### src/rtl/alu_share_arbiter.sv
// Round-robin front end sharing one multi-cycle ALU among NREQ requesters,
// with a watchdog that aborts operations the ALU never completes.
module alu_share_arbiter #(
  parameter int NREQ    = 4,
  parameter int TIMEOUT = 63,
  parameter int IW      = 3
) (
  input  logic                 clk,
  input  logic                 rst_n,
  input  logic [NREQ-1:0]      req_valid,
  output logic [NREQ-1:0]      req_ready,
  input  logic [2*NREQ-1:0]    req_mode,
  input  logic [32*NREQ-1:0]   req_a,
  input  logic [32*NREQ-1:0]   req_b,
  output logic [NREQ-1:0]      resp_valid,
  input  logic [NREQ-1:0]      resp_ready,
  output logic [63:0]          resp_data,
  output logic                 resp_err,
  output logic [IW-1:0]        grant_id,
  output logic                 busy,
  output logic                 alu_valid,
  output logic [1:0]           alu_mode,
  output logic [31:0]          alu_in_a,
  output logic [31:0]          alu_in_b,
  input  logic                 alu_ready,
  input  logic [63:0]          alu_out
);

  localparam int TW = $clog2(TIMEOUT + 1);

  typedef enum logic [1:0] {IDLE, ISSUE, WAIT, RESP} state_t;

  state_t        state_q, state_d;
  logic [IW-1:0] ptr_q, ptr_d;
  logic [IW-1:0] grant_q, grant_d;
  logic [1:0]    mode_q, mode_d;
  logic [31:0]   a_q, a_d;
  logic [31:0]   b_q, b_d;
  logic [TW-1:0] timer_q, timer_d;
  logic [63:0]   data_q, data_d;
  logic          err_q, err_d;

  logic          found;
  logic [IW-1:0] win;
  logic [1:0]    win_mode;
  logic [31:0]   win_a;
  logic [31:0]   win_b;
  logic          resp_ack;

  // Wrap-around scan from ptr_q; the inner loop keeps every index constant.
  always_comb begin
    int unsigned sel;
    found    = 1'b0;
    win      = '0;
    win_mode = '0;
    win_a    = '0;
    win_b    = '0;
    sel      = 0;
    for (int unsigned off = 0; off < NREQ; off++) begin
      sel = int'(ptr_q) + off;
      if (sel >= NREQ) sel = sel - NREQ;
      for (int unsigned i = 0; i < NREQ; i++) begin
        if (!found && sel == i && req_valid[i]) begin
          found = 1'b1;
          win   = IW'(i);
        end
      end
    end
    for (int unsigned i = 0; i < NREQ; i++) begin
      if (win == IW'(i)) begin
        win_mode = req_mode[2*i +: 2];
        win_a    = req_a[32*i +: 32];
        win_b    = req_b[32*i +: 32];
      end
    end
  end

  always_comb begin
    resp_ack = 1'b0;
    for (int unsigned i = 0; i < NREQ; i++) begin
      if (grant_q == IW'(i) && resp_ready[i]) resp_ack = 1'b1;
    end
  end

  always_ff @(posedge clk or negedge rst_n) begin
    if (!rst_n) begin
      state_q <= IDLE;
      ptr_q   <= '0;
      grant_q <= '0;
      mode_q  <= '0;
      a_q     <= '0;
      b_q     <= '0;
      timer_q <= '0;
      data_q  <= '0;
      err_q   <= 1'b0;
    end else begin
      state_q <= state_d;
      ptr_q   <= ptr_d;
      grant_q <= grant_d;
      mode_q  <= mode_d;
      a_q     <= a_d;
      b_q     <= b_d;
      timer_q <= timer_d;
      data_q  <= data_d;
      err_q   <= err_d;
    end
  end

  // A real alu_ready beats the watchdog when both land in the same cycle.
  always_comb begin
    state_d = state_q;
    ptr_d   = ptr_q;
    grant_d = grant_q;
    mode_d  = mode_q;
    a_d     = a_q;
    b_d     = b_q;
    timer_d = timer_q;
    data_d  = data_q;
    err_d   = err_q;
    case (state_q)
      IDLE: begin
        if (found) begin
          grant_d = win;
          mode_d  = win_mode;
          a_d     = win_a;
          b_d     = win_b;
          state_d = ISSUE;
        end
      end
      ISSUE: begin
        timer_d = '0;
        state_d = WAIT;
      end
      WAIT: begin
        if (alu_ready) begin
          data_d  = alu_out;
          err_d   = 1'b0;
          state_d = RESP;
        end else if (timer_q == TW'(TIMEOUT - 1)) begin
          data_d  = '0;
          err_d   = 1'b1;
          state_d = RESP;
        end else begin
          timer_d = timer_q + 1'b1;
        end
      end
      RESP: begin
        if (resp_ack) begin
          ptr_d   = (grant_q == IW'(NREQ - 1)) ? '0 : grant_q + 1'b1;
          state_d = IDLE;
        end
      end
      default: state_d = IDLE;
    endcase
  end

  always_comb begin
    req_ready  = '0;
    resp_valid = '0;
    for (int unsigned i = 0; i < NREQ; i++) begin
      req_ready[i]  = (state_q == IDLE) && found && (win == IW'(i));
      resp_valid[i] = (state_q == RESP) && (grant_q == IW'(i));
    end
    alu_valid = (state_q == ISSUE);
    busy      = (state_q != IDLE);
    alu_mode  = mode_q;
    alu_in_a  = a_q;
    alu_in_b  = b_q;
    grant_id  = grant_q;
    resp_data = data_q;
    resp_err  = err_q;
  end

endmodule

### config.mk
export PLATFORM = sky130hd
export DESIGN_NAME = alu_share_arbiter
export DESIGN_NICKNAME = d
export VERILOG_FILES = /design/src/rtl/alu_share_arbiter.sv
export SDC_FILE = /design/constraint.sdc
export NUM_CORES = 1
export LEC_CHECK = 0
export ABC_AREA = 1
export BUFFER_PORTS_ARGS = -buffer_cell sky130_fd_sc_hd__clkbuf_2
export CAP_MARGIN = 40
export CORE_AREA = 2 2 187 189
export DETAILED_ROUTE_END_ITERATION = 10
export DIE_AREA = 0 0 189 191
export GPL_ROUTABILITY_DRIVEN = 1
export SYNTH_ARGS = -nofsm -noshare
export SYNTH_HDL_FRONTEND = slang
export SYNTH_SLANG_ARGS = --single-unit
### constraint.sdc
create_clock -name clk -period 3.1 [get_ports clk]
set_input_delay 0.62 -clock clk [delete_from_list [all_inputs] [get_ports clk]]
set_output_delay 0.62 -clock clk [all_outputs]
set_load 0.01 [all_outputs]
==> flow_summary.rst, run 1 <==
.. list-table::
   :header-rows: 1

   * - Metric
     - Value
   * - Post-route worst hold slack
     - 0.171 ns
   * - Final non-filler cell area
     - 0.0120 mm²
   * - Total of warnings raised by yosys
     - 0
   * - Final instance count without filler cells
     - 1977
   * - Critical Path, Cell by Cell
     - inv_2 -> nand3_2 -> nand4_1 -> nor2_2 -> nand4_1 -> nor2_2 -> nand4_1 -> nor2_2 -> nand4_4 -> buf_4 -> nand2_4 -> nand2_1 -> a21oi_1 -> clkbuf_2
   * - Library cell used as clock root buffer
     - sky130_fd_sc_hd__clkbuf_16
   * - Placed instance count
     - 1938
   * - Cell with the most instances after synthesis
     - sky130_fd_sc_hd__nand4_1
   * - Average wire per standard cell
     - 17.1 µm
   * - Number of filler instances in the final layout
     - 3632
   * - Reg-to-reg startpoint
     - ptr_q[1]
   * - Clock-pin slew on the worst setup and hold paths
     - 0.07 ns
   * - Largest area contributor in the netlist
     - sky130_fd_sc_hd__dfrtp_1
   * - Worst Setup Path Type
     - reg2out
   * - Clock Skew
     - 0.0133 ns
   * - Clock tree from TritonCTS
     - done
   * - Leading post-synthesis cells by cell area
     - sky130_fd_sc_hd__dfrtp_1 43%, sky130_fd_sc_hd__nand4_1 14%, sky130_fd_sc_hd__nor2_1 7.9%, sky130_fd_sc_hd__nand3_1 7.5%, sky130_fd_sc_hd__a22o_1 6.9%
   * - Gp weighted congestion
     - 0.901
   * - Floorplan die height
     - 191 µm
   * - Pin count of the biggest net entering global routing
     - 95
   * - First drt pass iteration count
     - 5
   * - Number of endpoints failing setup at the final stage
     - 4
   * - Max_slew headroom
     - 37.1%
   * - Number of antenna-violating nets in the routed design
     - 0
   * - Die Footprint
     - 0.0361 mm²
   * - Setup WS post-layout
     - -0.0498 ns
   * - Antenna violations before repair
     - 4
   * - Number of library cell types mapped by synthesis
     - 31
   * - Most instantiated cells after synthesis
     - 191 x sky130_fd_sc_hd__nand4_1, 176 x sky130_fd_sc_hd__nor2_1, 144 x sky130_fd_sc_hd__nand2_1, 143 x sky130_fd_sc_hd__dfrtp_1, 126 x sky130_fd_sc_hd__nand3_1
   * - Number of global-route vias before repair
     - 9211
   * - VDD IR-drop max
     - 1.13 mV
   * - Port Buffer Count
     - 481
   * - Post-synth top flop
     - sky130_fd_sc_hd__dfrtp_1
   * - First-pass GRT wire length
     - 51100 µm
   * - Tot GR Track Use
     - 18.3%
   * - Via density per instance
     - 4.91
   * - Sequential fraction of the synthesis area
     - 42.7%
   * - Required time of the critical path
     - 2.48 ns
   * - Hold Vio Cnt, Final
     - 0
   * - Routed wire length
     - 33800 µm
   * - Synth Cell Area
     - 0.00837 mm²
   * - Ys async rst share
     - 100%
   * - Violations in the final reports
     - setup timing
   * - Worst Tran Pin Value
     - 0.943 ns
   * - Kind of capture point of the worst setup path
     - output pin
   * - Arrival time at the worst endpoint
     - 2.53 ns
   * - Synth Net Count
     - 1424
   * - Peak Freq
     - 0.317 GHz
   * - Post-detailed-placement half-perimeter wirelength
     - 26000 µm
   * - Timing startpoint of the critical path
     - ptr_q[1]
   * - CP Launch Type
     - flop
   * - Total gr overflow
     - 0
   * - Top cell type's share of synthesized area
     - 42.7%
   * - Max-slew violations
     - 0
   * - Area occupied by multi-input gates
     - 0.00424 mm²
   * - Via count
     - 9699
   * - Peak fanout along the critical path
     - 6
   * - Number of hold-repair buffers added at the cts stage
     - 0
   * - Floorplan Core Area
     - 0.0341 mm²
   * - Unrepaired setup endpoints after global routing
     - yes
   * - H-Tree Level Count
     - 4
   * - Max Buffers Root-to-Sink
     - 2
   * - Initial DRC Count
     - 472
   * - Initial core utilization
     - 24.5%
   * - Clock buffer count from CTS
     - 17
   * - Horiz. Die Dim
     - 189 µm
   * - Clock latency at the later pin of the worst-skew pair
     - 0.42 ns
   * - Final #Nets
     - 1858
   * - Hold Crit Class
     - in2async
   * - Sequential cell area
     - 0.00358 mm²
   * - Outcome
     - complete, but fails checks
   * - Cell row count
     - 68
   * - MaxCap Viol Count
     - 0
   * - Clock sink count
     - 143
   * - Total power density per cell area
     - 1170 mW/mm²
   * - Remaining DRCs
     - 0
   * - Synthesis-to-finish area growth
     - 43.8%
   * - Leakage Power
     - 6.27 nW
   * - Average cell area after synthesis
     - 7.79 µm²
   * - # IOs
     - 483
   * - Crit-path slowest cell
     - sky130_fd_sc_hd__dfrtp_2
   * - Share of cells above drive strength 1
     - 38.4%
   * - Ratio of final minimum period to clock period
     - 102%
   * - Final worst path period need
     - 3.15 ns
   * - Antenna diode count
     - 0
   * - Number of flip-flops and latches in the synthesized netlist
     - 143
   * - Delay of the slowest critical-path stage
     - 0.47 ns
   * - Internal reg-to-reg setup slack
     - 0.31 ns
   * - Number of flops mapped to enable cells by yosys
     - 0
   * - Cell area after placement
     - 0.0113 mm²
   * - Post-Syn Instances
     - 1075
==> power by group <==
| group | switching [mW] | internal (mW) | leakage, nW |
|---|---|---|---|
| Sequential | 0.531 | 2.77 | 1.73 |
| Clock | 0.952 | 1.09 | 0.279 |
| Combinational | 5.57 | 3.21 | 4.27 |
| Total | 7.05 | 7.08 | 6.27 |
==> final timing paths <==
check	depth (start not counted)	end
setup / recovery	14	req_ready[3]
min in group clk	2	resp_data[4]
max in group asynchronous	2	alu_in_a[22]
hold reg to reg	2	alu_in_b[24]
hold / removal	1	resp_data[0]
setup reg to reg	16	alu_in_a[20]
==> what timing repair did <==
item,in CTS,in global routing
endpoints found under the setup margin,4,4
buffers inserted,4,3
resized for setup,18,13
pin swaps,3,5
endpoints found under the hold margin,0,0
gates cloned,0,0
==> cell usage in the layout (no fill, tap or decap), types with 15 or more instances in the layout <==
| cell type | instances |
|---|---|
| sky130_fd_sc_hd__a22o_1 | 66 |
| sky130_fd_sc_hd__buf_4 | 26 |
| sky130_fd_sc_hd__clkbuf_16 | 17 |
| sky130_fd_sc_hd__clkbuf_2 | 477 |
| sky130_fd_sc_hd__dfrtp_1 | 141 |
| sky130_fd_sc_hd__inv_1 | 42 |
| sky130_fd_sc_hd__nand2_1 | 140 |
| sky130_fd_sc_hd__nand3_1 | 123 |
| sky130_fd_sc_hd__nand3b_1 | 15 |
| sky130_fd_sc_hd__nand4_1 | 191 |
| sky130_fd_sc_hd__nor2_1 | 170 |
| sky130_fd_sc_hd__o21ai_0 | 23 |
==> through the flow <==
stage               power [mW]  util (%)  worst slack [ns]  setup TNS [ns]
floorplan                 8.82         -             0.159               0
global placement          11.9      33.1           0.00860               0
detailed placement        12.0      33.1          -0.00951        -0.00951
CTS                       14.2      35.1            -0.111          -0.405
global route              15.4      35.3            -0.262          -0.938
finish                    14.1      35.3           -0.0498          -0.139
==> critical path: cells and delay by family, from the launching register on <==
family,cells,cell delay (ns)
AO/OA/AOI/OAI,1,0.11
buffers and inverters,3,0.41
flip-flops,1,0.47
AND/OR/NAND/NOR,10,1.12
==> kinds of logic after synthesis <==
kind of cell             Yosys count  synth area share, %
AO/OA/AOI/OAI                     99                 9.06
other                              1               0.0448
adder cells (fa/ha/maj)           10                 1.49
buffers and inverters            154                 7.93
flip-flops                       143                 42.7
XOR/XNOR                           1                0.105
AND/OR/NAND/NOR                  667                 38.6
==> state kept, by name, summed over array words and instances (netlist names) <==
register,cells
resp_data,64
alu_in_a,32
alu_in_b,32
timer_q,6
alu_mode,2
grant_id,2
ptr_q,2
state_q,2
resp_err,1
==> final cells by class <==
class,count,area share (%)
inverter,49,1.61
multi-input combinational,778,35.2
tap,455,4.73
timing repair buffer,520,23.9
sequential,143,29.7
clock buffer,18,3.65
clock inverter,14,1.18
==> per-layer routing <==
metal	GRT usage (%)	vias to the layer above	part of all wire, %
li1	-	4688	-
met1	22.9	4521	41
met2	30.5	437	48
met3	5.03	47	8.1
met4	6.22	6	2.4
met5	0	-	0.12
(Power assumes the default switching activity.)
==> run 2, diff against run 1 <==
--- a/config.mk
+++ b/config.mk
@@ -6,12 +6,14 @@
 export NUM_CORES = 1
 export LEC_CHECK = 0
 export ABC_AREA = 1
+export ABC_CLOCK_PERIOD_IN_PS = 3100
 export BUFFER_PORTS_ARGS = -buffer_cell sky130_fd_sc_hd__clkbuf_2
 export CAP_MARGIN = 40
 export CORE_AREA = 2 2 187 189
 export DETAILED_ROUTE_END_ITERATION = 10
 export DIE_AREA = 0 0 189 191
 export GPL_ROUTABILITY_DRIVEN = 1
+export REMOVE_ABC_BUFFERS = 1
 export SYNTH_ARGS = -nofsm -noshare
 export SYNTH_HDL_FRONTEND = slang
 export SYNTH_SLANG_ARGS = --single-unit
==> run 2 against run 1 <==
  * Worst setup slack got worse by 0.0054 ns
  * Maximum frequency fell by 0.17%
  * Routed wire length fell by 2.3%
  * Sequential cell count unchanged
  * First-iteration DRC count shrank 8.5%
  * Sequential power is essentially flat
  * Non-clock buffer count grew 9
  * The run still ends with setup timing left
  * Critical path type unchanged
==> flow_summary.rst, run 2 (synthesis results as in run 1) <==
.. list-table::
   :header-rows: 1

   * - Metric
     - Value
   * - Clock tree from TritonCTS
     - done
   * - Kind of capture point of the worst setup path
     - output pin
   * - Setup TNS
     - -0.100 ns (+0.0383 ns)
   * - Power, Total
     - 14.4 mW (+1.9%)
   * - Number of flip-flops in the largest register
     - 64 (unchanged)
   * - Total gr overflow
     - 0 (unchanged)
   * - Outcome
     - complete, but fails checks
   * - Setup WS post-layout
     - -0.0552 ns (-0.00541 ns)
   * - Share of cells above drive strength 1
     - 39.1% (+0.75 points)
   * - Floorplan Core Area
     - 0.0341 mm² (unchanged)
   * - Arrival time at the worst endpoint
     - 2.54 ns (about the same)
   * - Total power density per cell area
     - 1180 mW/mm² (+0.94%)
   * - First drt pass iteration count
     - 4 (-1)
   * - Final instance count without filler cells
     - 1987 (+0.51%)
   * - Clock Skew
     - 0.00757 ns (-0.00571 ns)
   * - Library cell used as clock root buffer
     - sky130_fd_sc_hd__clkbuf_16
   * - Most common cell after layout, fill and taps aside
     - sky130_fd_sc_hd__clkbuf_2
   * - Final worst path period need
     - 3.16 ns (+0.00541 ns)
   * - First-pass GRT wire length
     - 49400 µm (-3.3%)
   * - Delay of the slowest critical-path stage
     - 0.47 ns (about the same)
   * - Clock sink count
     - 143 (unchanged)
   * - Initial DRC Count
     - 432 (-8.5%)
   * - Placed instance count
     - 1935 (-0.15%)
   * - Required time of the critical path
     - 2.48 ns (about the same)
   * - Critical Path, Cell by Cell
     - inv_2 -> nand3_2 -> nand4_1 -> nor2_1 -> nand4_1 -> nor2_2 -> nand4_1 -> nor2_2 -> nand4_4 -> nand2_2 -> nand2_4 -> inv_4 -> nand2_4 -> a21oi_2 -> buf_2
   * - Initial core utilization
     - 24.5% (unchanged)
   * - Leakage Power
     - 6.35 nW (+1.2%)
   * - Max Buffers Root-to-Sink
     - 2 (unchanged)
   * - Clock buffer count from CTS
     - 17 (unchanged)
   * - Worst Tran Pin Value
     - 0.741 ns (-0.202 ns)
   * - Via density per instance
     - 4.90 (-0.11%)
   * - Pin count of the biggest net entering global routing
     - 119 (+25%)
   * - Average wire per standard cell
     - 16.6 µm (-2.8%)
   * - CP Launch Type
     - flop
   * - Clock latency at the later pin of the worst-skew pair
     - 0.43 ns (about the same)
   * - Clock-pin slew on the worst setup and hold paths
     - 0.06 ns (about the same)
   * - Peak fanout along the critical path
     - 7 (+1)
   * - Tot GR Track Use
     - 17.6% (-0.70 points)
   * - Max-slew violations
     - 0 (unchanged)
   * - Violations in the final reports
     - setup timing
   * - Ratio of final minimum period to clock period
     - 102% (+0.17 points)
   * - Post-detailed-placement half-perimeter wirelength
     - 24300 µm (-6.5%)
   * - Port Buffer Count
     - 481 (unchanged)
   * - Most common cell type on the critical path
     - sky130_fd_sc_hd__nand4_1
   * - Hold Crit Class
     - in2async
   * - Worst reg2reg path depth
     - 19 (+3)
   * - H-Tree Level Count
     - 4 (unchanged)
   * - Floorplan die height
     - 191 µm (unchanged)
   * - Synthesis-to-finish area growth
     - 45.1%
   * - Most used cells in the layout excluding fill and tap cells
     - 476 x sky130_fd_sc_hd__clkbuf_2, 191 x sky130_fd_sc_hd__nand4_1, 169 x sky130_fd_sc_hd__nor2_1
   * - Crit-path slowest cell
     - sky130_fd_sc_hd__dfrtp_2
   * - Peak Freq
     - 0.317 GHz (-0.17%)
   * - Die Footprint
     - 0.0361 mm² (unchanged)
   * - Max_slew headroom
     - 50.6% (+13 points)
   * - Antenna violations before repair
     - 1 (-3)
   * - Number of antenna-violating nets in the routed design
     - 0 (unchanged)
   * - # IOs
     - 483 (unchanged)
   * - VDD IR-drop max
     - 1.25 mV (+10%)
   * - Number of endpoints failing setup at the final stage
     - 3 (-1)
   * - Cell row count
     - 68 (unchanged)
   * - Number of global-route vias before repair
     - 9349 (+1.5%)
   * - Routed wire length
     - 33000 µm (-2.3%)
   * - MaxCap Viol Count
     - 0 (unchanged)
   * - Remaining DRCs
     - 0 (unchanged)
   * - Gp weighted congestion
     - 0.861 (-4.4%)
   * - Horiz. Die Dim
     - 189 µm (unchanged)
   * - Final #Nets
     - 1867 (+0.48%)
   * - Hold Vio Cnt, Final
     - 0 (unchanged)
   * - Via count
     - 9737 (+0.39%)
   * - Unrepaired setup endpoints after global routing
     - yes
   * - Worst Setup Path Type
     - reg2out
==> run 2: worst paths after layout <==
path                       slack, ns       endpoint          from
min in group clk                0.41  resp_data[54]   alu_out[54]
setup / recovery               -0.06   req_ready[3]      ptr_q[0]
max in group asynchronous       2.25    alu_in_b[3]         rst_n
setup reg to reg                0.25   alu_in_b[26]      ptr_q[0]
hold reg to reg                 0.48   alu_in_b[24]  alu_in_b[24]
hold / removal                  0.05  resp_data[12]         rst_n
==> run 2: cell type report <==
cell class                      instances  area (µm²)
Fill cell                            3613       22000
Multi-Input combinational cell        778        4250
Sequential cell                       143        3580
Timing Repair Buffer                  529        2910
Tap cell                              455         569
Clock buffer                           19         443
Clock inverter                         13         203
Inverter                               49         191
Antenna cell                            1        2.50
==> run 2: per-layer routing <==
metal	GRT usage (%)	share of wire, %	wire length (µm)
met1	20.2	40	13200
met2	31.6	50	16500
met3	4.11	7.5	2480
met4	7.09	2.4	794
met5	0	0	0
==> run 2: repair_timing <==
item | in CTS | in global routing
hold buffers | 0 | 0
endpoints found under the setup margin | 4 | 4
setup buffers | 11 | 8
pin swaps | 8 | 12
gates resized for setup | 19 | 19
==> run 2: stage by stage <==
stage	instance area (µm²)	hold WS [ns]	setup slack, ns	util [%]
after global placement	11200	0.463	0.0603	33.0
after CTS	12000	0.0331	-0.0382	35.3
after global routing	12200	0.0440	-0.252	35.6
after floorplan	7890	0.324	-4.02	-
final	12200	0.0489	-0.0552	35.6
after detailed placement	11200	0.464	0.0362	33.0
==> run 2: power by group <==
part / leakage (nW) / switching (mW) / internal (mW)
clock network: 0.313 / 0.875 / 1.39
registers: 1.73 / 0.553 / 2.78
logic: 4.31 / 5.54 / 3.26
==> run 2: worst max-delay path: cells and delay by family (launching register included) <==
| kind | cells | cell delay, ns |
|---|---|---|
| buffers and inverters | 3 | 0.32 |
| flip-flops | 1 | 0.47 |
| AO/OA/AOI/OAI | 1 | 0.10 |
| AND/OR/NAND/NOR | 11 | 1.22 |
==> run 3, diff against run 2 <==
--- a/config.mk
+++ b/config.mk
@@ -6,13 +6,14 @@
 export NUM_CORES = 1
 export LEC_CHECK = 0
 export ABC_AREA = 1
-export ABC_CLOCK_PERIOD_IN_PS = 3100
+export ABC_CLOCK_PERIOD_IN_PS = 4000
 export BUFFER_PORTS_ARGS = -buffer_cell sky130_fd_sc_hd__clkbuf_2
 export CAP_MARGIN = 40
-export CORE_AREA = 2 2 187 189
+export CORE_AREA = 2 2 186 188
 export DETAILED_ROUTE_END_ITERATION = 10
-export DIE_AREA = 0 0 189 191
+export DIE_AREA = 0 0 188 190
 export GPL_ROUTABILITY_DRIVEN = 1
+export RECOVER_POWER = 25
 export REMOVE_ABC_BUFFERS = 1
 export SYNTH_ARGS = -nofsm -noshare
 export SYNTH_HDL_FRONTEND = slang
==> constraint.sdc (replaced) <==
create_clock -name clk -period 4 [get_ports clk]
set_input_delay 0.8 -clock clk [delete_from_list [all_inputs] [get_ports clk]]
set_output_delay 0.8 -clock clk [all_outputs]
set_load 0.01 [all_outputs]
==> run 3 against run 2 <==
  * The run ends with capacitance limit, slew limit left
  * Critical path depth is the same
  * Via count fell by 0.81%
  * Non-clock buffer count is 26 lower
  * Combinational power is 26% lower
  * Final cell count shrank 1.3%
  * Worst setup slack gained 0.39 ns
  * Cell area down 3.3%
  * Highest routed layer unchanged
==> flow_summary.rst, run 3 (synthesis results as in run 1) <==
.. list-table::
   :header-rows: 1

   * - Metric
     - Value
   * - Outcome
     - complete, but fails checks
   * - Violations in the final reports
     - capacitance limit, slew limit
   * - # IOs
     - 483 (unchanged)
   * - Number of filler instances in the final layout
     - 3643 (+0.83%)
   * - Max-slew violations
     - 135 (+135)
   * - Initial core utilization
     - 24.7% (+0.12 points)
   * - Floorplan die height
     - 190 µm (-0.52%)
   * - Horiz. Die Dim
     - 188 µm (-0.53%)
   * - Clk network pwr share
     - 15.2% (-0.5 points)
   * - H-Tree Level Count
     - 4 (unchanged)
   * - Quantity of gates resized following cts
     - 0 (-19)
   * - Clock latency at the later pin of the worst-skew pair
     - 0.43 ns (about the same)
   * - Worst Setup Path Type
     - reg2out
   * - Final instance count without filler cells
     - 1962 (-1.3%)
   * - Internal power component
     - 5.32 mW (-28%)
   * - First drt pass iteration count
     - 5 (+1)
   * - Arrival time at the worst endpoint
     - 2.87 ns (+0.33 ns)
   * - Post-detailed-placement half-perimeter wirelength
     - 25000 µm (+3.1%)
   * - Cell area after placement
     - 0.0112 mm² (-0.44%)
   * - Floorplan Core Area
     - 0.0339 mm² (-0.50%)
   * - Final worst path period need
     - 3.67 ns
   * - Remaining DRCs
     - 0 (unchanged)
   * - Initial DRC Count
     - 520 (+20%)
   * - First-pass GRT wire length
     - 52200 µm (+5.6%)
   * - Clock sink count
     - 143 (unchanged)
   * - Library cell used as clock root buffer
     - sky130_fd_sc_hd__clkbuf_16
   * - Via count
     - 9658 (-0.81%)
   * - Clock tree from TritonCTS
     - done
   * - Via density per instance
     - 4.92 (+0.45%)
   * - Final core utilization
     - 34.6% (-0.99 points)
   * - Most common cell after layout, fill and taps aside
     - sky130_fd_sc_hd__clkbuf_2
   * - Number of antenna-violating nets in the routed design
     - 0 (unchanged)
   * - MaxCap Viol Count
     - 2 (+2)
   * - Pin count of the biggest net entering global routing
     - 116 (-2.5%)
   * - Tot GR Track Use
     - 18.8% (+1.1 points)
   * - Setup WS post-layout
     - 0.333 ns (+0.389 ns)
   * - Combinational share of power
     - 60.7% (-0.4 points)
   * - Final #Nets
     - 1841 (-1.4%)
   * - Hold Vio Cnt, Final
     - 0 (unchanged)
   * - Most used cells in the layout excluding fill and tap cells
     - 481 x sky130_fd_sc_hd__clkbuf_2, 191 x sky130_fd_sc_hd__nand4_1, 176 x sky130_fd_sc_hd__nor2_1
   * - Port Buffer Count
     - 481 (unchanged)
   * - Sequential cell area
     - 0.00358 mm² (about the same)
   * - Share of cells above drive strength 1
     - 36.2% (-2.9 points)
   * - Total gr overflow
     - 0 (unchanged)
   * - Max_slew headroom
     - -66.1% (-120 points)
   * - Placed instance count
     - 1928 (-0.36%)
   * - Final non-filler cell area
     - 0.0118 mm² (-3.3%)
   * - Gp weighted congestion
     - 0.936 (+8.7%)
   * - Synthesis-to-finish area growth
     - 40.4%
   * - Sequential share of power
     - 24.0% (+0.9 points)
   * - Antenna violations before repair
     - 2 (+1)
   * - Routed wire length
     - 34400 µm (+4.3%)
   * - Number of endpoints failing setup at the final stage
     - 0 (-3)
   * - Die Footprint
     - 0.0357 mm² (-1.0%)
   * - CP Launch Type
     - flop
   * - Post-Place Setup Slack
     - 0.394 ns (+0.358 ns)
   * - Sw Ratio
     - 50.3% (+1.9 points)
   * - Number of global-route vias before repair
     - 9292 (-0.61%)
   * - Total power density per cell area
     - 911 mW/mm² (-23%)
   * - Switching power of the nets
     - 5.39 mW (-23%)
   * - Area occupied by multi-input gates
     - 0.00415 mm² (-2.3%)
   * - Clock Skew
     - 0.0152 ns (+0.00758 ns)
   * - Average wire per standard cell
     - 17.5 µm (+5.6%)
   * - Post-CTS setup buffer count
     - 0 (-11)
   * - Peak fanout along the critical path
     - 11 (+4)
   * - Cell row count
     - 68 (unchanged)
   * - Kind of capture point of the worst setup path
     - output pin
   * - Unrepaired setup endpoints after global routing
     - no
   * - Worst Tran Pin Value
     - 2.49 ns (+1.75 ns)
   * - Number of hold-repair buffers added at the cts stage
     - 0 (unchanged)
   * - Max Buffers Root-to-Sink
     - 2 (unchanged)
   * - Peak Freq
     - 0.273 GHz
   * - Clock-pin slew on the worst setup and hold paths
     - 0.07 ns (about the same)
   * - Leakage Power
     - 6.16 nW (-3.0%)
   * - Hold Crit Class
     - in2async
   * - Ratio of final minimum period to clock period
     - 91.7%
   * - Required time of the critical path
     - 3.20 ns (+0.72 ns)
   * - VDD IR-drop max
     - 0.518 mV (-59%)
   * - Number of flip-flops in the largest register
     - 64 (unchanged)
   * - Clock buffer count from CTS
     - 17 (unchanged)
-- run 3: power groups by stage --
stage               Sequential, mW  Clock [mW]  Combinational, mW
floorplan                     2.83           0               3.61
global placement              2.57           0               6.51
detailed placement            2.59           0               6.60
CTS                           2.57        1.69               6.62
global route                  2.65        1.75               7.27
finish                        2.57        1.63               6.51
-- run 3: routing by layer --
layer | routed length (µm) | GRT usage (%) | vias up
met4 | 761 | 7.24 | 0
met2 | 17100 | 32.3 | 457
met5 | 0 | 0 | -
met3 | 2770 | 4.80 | 43
li1 | - | - | 4668
met1 | 13800 | 22.5 | 4490
-- run 3: per-stage QoR --
| step | power, mW | TNS [ns] | hold slack [ns] |
|---|---|---|---|
| CTS | 10.9 | 0 | 0.166 |
| detailed placement | 9.19 | 0 | 0.472 |
| global placement | 9.08 | 0 | 0.465 |
| finish | 10.7 | 0 | 0.363 |
| global route | 11.7 | 0 | 0.393 |
| floorplan | 6.44 | -213.32 | 0.502 |
-- run 3: final cells by class --
type / instances / area share [%]
multi-input combinational: 778 / 35.3
sequential: 143 / 30.4
timing repair buffer: 503 / 22.7
tap: 455 / 4.84
clock buffer: 18 / 3.74
inverter: 49 / 1.63
clock inverter: 14 / 1.26
antenna: 2 / 0.0426
-- run 3: critical path, stage by stage (launching register included) --
cell	delay, ns
sky130_fd_sc_hd__dfrtp_1	0.46
sky130_fd_sc_hd__inv_1	0.10
sky130_fd_sc_hd__nand3_1	0.13
sky130_fd_sc_hd__nand4_1	0.12
sky130_fd_sc_hd__nor2_1	0.14
sky130_fd_sc_hd__nand4_1	0.11
sky130_fd_sc_hd__nor2_2	0.14
sky130_fd_sc_hd__nand4_1	0.12
sky130_fd_sc_hd__nor2_1	0.18
sky130_fd_sc_hd__nand4_4	0.22
sky130_fd_sc_hd__nand2_1	0.15
sky130_fd_sc_hd__nand2_2	0.14
sky130_fd_sc_hd__inv_4	0.11
sky130_fd_sc_hd__nand2_1	0.06
sky130_fd_sc_hd__a21oi_1	0.13
sky130_fd_sc_hd__clkbuf_2	0.15
-- run 3: path summary, 6_finish.rpt --
kind,start,depth (start not counted),slack [ns],end
min,rst_n,1,0.36,resp_data[8]
min reg2reg,alu_in_b[29],2,0.49,alu_in_b[29]
max reg2reg,ptr_q[0],17,0.83,alu_in_a[10]
min in group clk,alu_in_b[29],2,0.49,alu_in_b[29]
max in group asynchronous,rst_n,2,0.73,alu_in_a[17]
max,ptr_q[0],15,0.33,req_ready[3]
